### config.mk
export PLATFORM = sky130hd
export DESIGN_NAME = led_pwm_ctrl
export DESIGN_NICKNAME = d
export VERILOG_FILES = /design/src/rtl/led_pkg.sv /design/src/rtl/led_chan.sv /design/src/rtl/led_pwm_ctrl.sv
export SDC_FILE = /design/constraint.sdc
export NUM_CORES = 1
export LEC_CHECK = 0
export CAP_MARGIN = 20
export CORE_MARGIN = 4
export CORE_UTILIZATION = 59
export CTS_CLUSTER_SIZE = 30
export DETAILED_ROUTE_END_ITERATION = 10
export PLACE_DENSITY = 0.75
export SETUP_SLACK_MARGIN = 0.4
export SYNTH_ARGS = -nofsm -noshare
export SYNTH_HDL_FRONTEND = slang
export SYNTH_SLANG_ARGS = --single-unit
### constraint.sdc
create_clock -name clk -period 7.45 [get_ports clk]
set_input_delay 0.745 -clock clk [delete_from_list [all_inputs] [get_ports clk]]
set_output_delay 0.745 -clock clk [all_outputs]
set_load 0.005 [all_outputs]
### src/rtl/led_pkg.sv
// Shared types and helpers for the LED PWM controller: channel modes,
// press-sequence stepping and breathe direction constants.
package led_pkg;

  typedef enum logic [1:0] {
    MODE_OFF     = 2'd0,
    MODE_ON      = 2'd1,
    MODE_BLINK   = 2'd2,
    MODE_BREATHE = 2'd3
  } mode_e;

  localparam logic DIR_UP   = 1'b0;
  localparam logic DIR_DOWN = 1'b1;

  function automatic mode_e mode_next(input mode_e m);
    case (m)
      MODE_OFF:   mode_next = MODE_ON;
      MODE_ON:    mode_next = MODE_BLINK;
      MODE_BLINK: mode_next = MODE_BREATHE;
      default:    mode_next = MODE_OFF;
    endcase
  endfunction

endpackage

### src/rtl/led_chan.sv
// One LED channel: mode register, brightness level generator (blink/breathe),
// frame-aligned duty shadow and registered PWM comparator.
module led_chan
  import led_pkg::*;
#(
  parameter int PWM_BITS    = 8,
  parameter int BLINK_STEPS = 128
) (
  input  logic                clk,
  input  logic                rst,
  input  logic                frame_end,
  input  logic                step_ev,
  input  logic [PWM_BITS-1:0] pwm_cnt,
  input  logic                btn_press,
  input  logic                mode_wr,
  input  logic [1:0]          mode_wdata,
  output logic                pwm,
  output logic [1:0]          mode
);

  localparam int BCW = (BLINK_STEPS > 1) ? $clog2(BLINK_STEPS) : 1;
  localparam logic [PWM_BITS-1:0] LVL_MAX    = '1;
  localparam logic [BCW-1:0]      BLINK_LAST = BCW'(BLINK_STEPS - 1);

  mode_e               mode_q, mode_d, mode_new;
  logic [PWM_BITS-1:0] level_q, level_d;
  logic [PWM_BITS-1:0] duty_q, duty_d;
  logic                dir_q, dir_d;
  logic [BCW-1:0]      blink_cnt_q, blink_cnt_d;
  logic                pwm_q, pwm_d;
  logic                mode_chg;

  // Triangle ramp with saturation at both ends; returns {dir, level}.
  function automatic logic [PWM_BITS:0] breathe_step(input logic dir,
                                                     input logic [PWM_BITS-1:0] lvl);
    logic [PWM_BITS-1:0] nxt;
    logic                nd;
    nd = dir;
    if (dir == DIR_UP) begin
      nxt = (lvl == LVL_MAX) ? lvl : lvl + PWM_BITS'(1);
      if (nxt == LVL_MAX) nd = DIR_DOWN;
    end else begin
      nxt = (lvl == '0) ? lvl : lvl - PWM_BITS'(1);
      if (nxt == '0) nd = DIR_UP;
    end
    return {nd, nxt};
  endfunction

  always_comb begin
    mode_chg    = mode_wr | btn_press;
    mode_new    = mode_wr ? mode_e'(mode_wdata) : mode_next(mode_q);
    mode_d      = mode_q;
    level_d     = level_q;
    dir_d       = dir_q;
    blink_cnt_d = blink_cnt_q;
    // A landing mode change takes priority over any ramp step in the same cycle.
    if (mode_chg) begin
      mode_d      = mode_new;
      level_d     = (mode_new == MODE_ON || mode_new == MODE_BLINK) ? LVL_MAX : '0;
      dir_d       = DIR_UP;
      blink_cnt_d = '0;
    end else if (step_ev) begin
      case (mode_q)
        MODE_BLINK: begin
          if (blink_cnt_q == BLINK_LAST) begin
            level_d     = (level_q == '0) ? LVL_MAX : '0;
            blink_cnt_d = '0;
          end else begin
            blink_cnt_d = blink_cnt_q + BCW'(1);
          end
        end
        MODE_BREATHE: {dir_d, level_d} = breathe_step(dir_q, level_q);
        default: ;
      endcase
    end
    duty_d = frame_end ? level_q : duty_q;
    pwm_d  = (pwm_cnt < duty_q);
  end

  always_ff @(posedge clk or posedge rst) begin
    if (rst) begin
      mode_q      <= MODE_OFF;
      level_q     <= '0;
      duty_q      <= '0;
      dir_q       <= DIR_UP;
      blink_cnt_q <= '0;
      pwm_q       <= 1'b0;
    end else begin
      mode_q      <= mode_d;
      level_q     <= level_d;
      duty_q      <= duty_d;
      dir_q       <= dir_d;
      blink_cnt_q <= blink_cnt_d;
      pwm_q       <= pwm_d;
    end
  end

  assign pwm  = pwm_q;
  assign mode = mode_q;

endmodule

### src/rtl/led_pwm_ctrl.sv
// N-channel LED brightness controller: shared PWM/frame/step timers feeding
// one led_chan per channel; outputs drive the RGB driver PWM inputs.
module led_pwm_ctrl
  import led_pkg::*;
#(
  parameter int NCH         = 3,
  parameter int PWM_BITS    = 8,
  parameter int STEP_FRAMES = 1024,
  parameter int BLINK_STEPS = 128
) (
  input  logic             clk,
  input  logic             rst,
  input  logic [NCH-1:0]   btn_press,
  input  logic [NCH-1:0]   mode_wr,
  input  logic [2*NCH-1:0] mode_wdata,
  output logic [NCH-1:0]   pwm,
  output logic [2*NCH-1:0] mode,
  output logic             step
);

  localparam int FCW = (STEP_FRAMES > 1) ? $clog2(STEP_FRAMES) : 1;
  localparam logic [FCW-1:0] FRAME_LAST = FCW'(STEP_FRAMES - 1);

  logic [PWM_BITS-1:0] pwm_cnt_q, pwm_cnt_d;
  logic [FCW-1:0]      frame_cnt_q, frame_cnt_d;
  logic                step_q, step_d;
  logic                frame_end, step_ev;

  always_comb begin
    frame_end   = (pwm_cnt_q == '1);
    step_ev     = frame_end && (frame_cnt_q == FRAME_LAST);
    pwm_cnt_d   = pwm_cnt_q + PWM_BITS'(1);
    frame_cnt_d = frame_cnt_q;
    if (frame_end) frame_cnt_d = step_ev ? '0 : frame_cnt_q + FCW'(1);
    step_d      = step_ev;
  end

  always_ff @(posedge clk or posedge rst) begin
    if (rst) begin
      pwm_cnt_q   <= '0;
      frame_cnt_q <= '0;
      step_q      <= 1'b0;
    end else begin
      pwm_cnt_q   <= pwm_cnt_d;
      frame_cnt_q <= frame_cnt_d;
      step_q      <= step_d;
    end
  end

  assign step = step_q;

  for (genvar i = 0; i < NCH; i++) begin : g_chan
    led_chan #(
      .PWM_BITS   (PWM_BITS),
      .BLINK_STEPS(BLINK_STEPS)
    ) u_chan (
      .clk       (clk),
      .rst       (rst),
      .frame_end (frame_end),
      .step_ev   (step_ev),
      .pwm_cnt   (pwm_cnt_q),
      .btn_press (btn_press[i]),
      .mode_wr   (mode_wr[i]),
      .mode_wdata(mode_wdata[2*i +: 2]),
      .pwm       (pwm[i]),
      .mode      (mode[2*i +: 2])
    );
  end

endmodule
==> reports/metrics.csv <==
metric,value,unit
outcome,completed,
fin_tns_setup,0,ns
cts_repair_resize_count,0,
final-setup-viol-count,0,
initial_core_util,0.608,
wire_per_inst,17.3,um
die_w,117,um
die_area,13700,um2
holdBufCountCts,0,
endpoint_kind,register,
num_vias,6386,
cts_buffers,9,
arrival,3.23,ns
drt-pass1-iter-count,5,
synth_cells,855,
leakage,3.05,nW
boundaryPins,24,
path_class,reg2reg,
clkSinkCount,100,
core,11600,um2
yosysWarnings,0,
final_hold_viol_count,0,
synth_area_per_cell,8.23,um2
slew_headroom,0.428,
cts_setup_buffers,0,
cts_max_level,3,
synthesis.nets,910,
p_per_area,191,nW/um2
max_freq,334,MHz
synth.distinct_cells,66,
area.growth.synth_to_final,7.04,%
worstSetupStartpointType,register,
initialDrtViolationCount,690,
die_h,117,um
rsz0062_at_grt,false,
track_usage,0.262,
hpwlAfterDp,12200,um
grt_pass1_wl,29100,um
hp-class,reg2reg,
synth-main-ff-cell,dfrtp_1,
synth.yosys.seq_area_share,0.356,
layout_commonest_cell,nand2_1,
clk_latency,0.35,ns
async_flop_share,1.00,
placementRows,39,
drive_above_1_share,0.0391,
grt_pass1_vias,6034,
min_period_over_period,0.402,
drc_errors,0,
gp_congestion,0.970,
synth_edf_count,0,
cts.path.max_buffers,2,
max-cap-violations,0,
drt-total-wl,17100,um
antennaDiodeCount,0,
cp.required,7.68,ns
cts_tree,built,
peakVddDrop,0.138,mV
mostFrequentLayoutCells,"nand2_1, dfrtp_1, o21ai_0",
grt_max_degree,87,
tightestPinTransition,0.851,ns
period_needed,3.00,ns
ant_nets,0,
nNetsFinal,895,
power,1.44,mW
portBuffers,23,
antenna_found_initial,0,
cp_max_fo,12,
cts_root_buf,clkbuf_16,
ys_ff_latch,100,
skew,0.00991,ns
cts.clk_slew.worst_paths,0.07,ns
grt_overflow_total,0,
syn-cell-area,7040,um2
drv_slew,0,
via_per_inst,6.47,
[power by group]
| part | leakage, nW | total [mW] | switching (mW) | internal (mW) |
|---|---|---|---|---|
| Sequential | 1.32 | 0.679 | 0.109 | 0.570 |
| Combinational | 1.61 | 0.336 | 0.189 | 0.147 |
| Clock | 0.126 | 0.425 | 0.200 | 0.225 |
| Total | 3.05 | 1.44 | 0.498 | 0.942 |
[kinds of logic (layout without fill, tap and decap cells)]
group	Yosys count	in the layout	synth area share
adders and majority gates	41	41	0.0729
muxes	12	12	0.0176
DFF	100	100	0.356
AOI/OAI and AO/OA	222	222	0.206
xor gates and xnor gates	44	44	0.0548
and+or+nand+nor	338	338	0.237
buffers and inverters	98	87	0.0560
[cell type report]
cell class              count  area, um2
clock buffers              11        233
clock inverters             4       26.3
fillers                   972       4030
inverters                  46        176
multi-input cells         657       4140
flip-flops and latches    100       2500
well taps                 143        179
repair buffers             26        273
[metrics by stage]
stage | hold WS, ns | utilization | worst slack (ns) | area, um2 | instances
after global routing | 0.511 | 0.651 | 4.20 | 7530 | 987
after detailed placement | 0.474 | 0.626 | 4.48 | 7240 | 971
final | 0.483 | 0.651 | 4.45 | 7530 | 987
after CTS | 0.491 | 0.649 | 4.46 | 7500 | 986
after global placement | 0.470 | 0.626 | 4.59 | 7240 | 971
after floorplan | 0.444 | - | 4.09 | 7040 | 855
[cells in the mapped netlist (12+ instances only)]
library cell  instances  share of area
o21ai_0              66          0.047
inv_1                45          0.024
dfrtp_1             100           0.36
xnor2_1              25          0.031
and3_1               19          0.017
xor2_1               19          0.024
nand3_1              39          0.028
nand4_1              12          0.011
ha_1                 41          0.073
nor3_1               30          0.021
a21oi_1              45          0.032
nand2_1             101          0.054
clkbuf_1             41          0.022
nor2_1               66          0.035
[path summary, 6_finish.rpt]
check / slack, ns / startpoint / cells past startpoint / endpoint
min in group asynchronous: 0.67 / rst / 2 / g_chan[2].u_chan.blink_cnt_q[1]$_DFFE_PP0P_
hold / removal: 0.48 / g_chan[0].u_chan.duty_q[0]$_DFFE_PP0N_ / 2 / g_chan[0].u_chan.duty_q[0]$_DFFE_PP0N_
setup / recovery: 4.45 / pwm_cnt_q[1]$_DFF_PP0_ / 7 / g_chan[1].u_chan.level_q[2]$_DFFE_PP0P_
setup reg to reg: 4.45 / pwm_cnt_q[1]$_DFF_PP0_ / 7 / g_chan[1].u_chan.level_q[2]$_DFFE_PP0P_
max in group asynchronous: 5.90 / rst / 4 / g_chan[0].u_chan.duty_q[1]$_DFFE_PP0N_
hold reg to reg: 0.48 / g_chan[0].u_chan.duty_q[0]$_DFFE_PP0N_ / 2 / g_chan[0].u_chan.duty_q[0]$_DFFE_PP0N_
[state kept, by name, indices dropped and copies added (netlist names)]
register                   flops
g_chan.u_chan.duty_q          24
frame_cnt_q                   10
g_chan.u_chan.pwm              3
step                           1
pwm_cnt_q                      8
g_chan.u_chan.blink_cnt_q     21
g_chan.u_chan.mode             6
g_chan.u_chan.dir_q            3
g_chan.u_chan.level_q         24
[worst max-delay path, stage by stage (launching register included)]
cell,delay [ns]
dfrtp_1,0.47
ha_1,0.30
nand3_1,0.16
or2_1,0.37
or3_1,0.65
o21ai_1,0.60
and2_1,0.26
a21oi_1,0.08
[routing by layer]
layer	vias to the layer above	wire (um)	GRT usage
met4	0	293	0.0879
met2	253	8340	0.430
met5	-	0	0
met1	3032	7480	0.353
li1	3071	-	-
met3	30	980	0.0437
(Power assumes the default switching activity.)
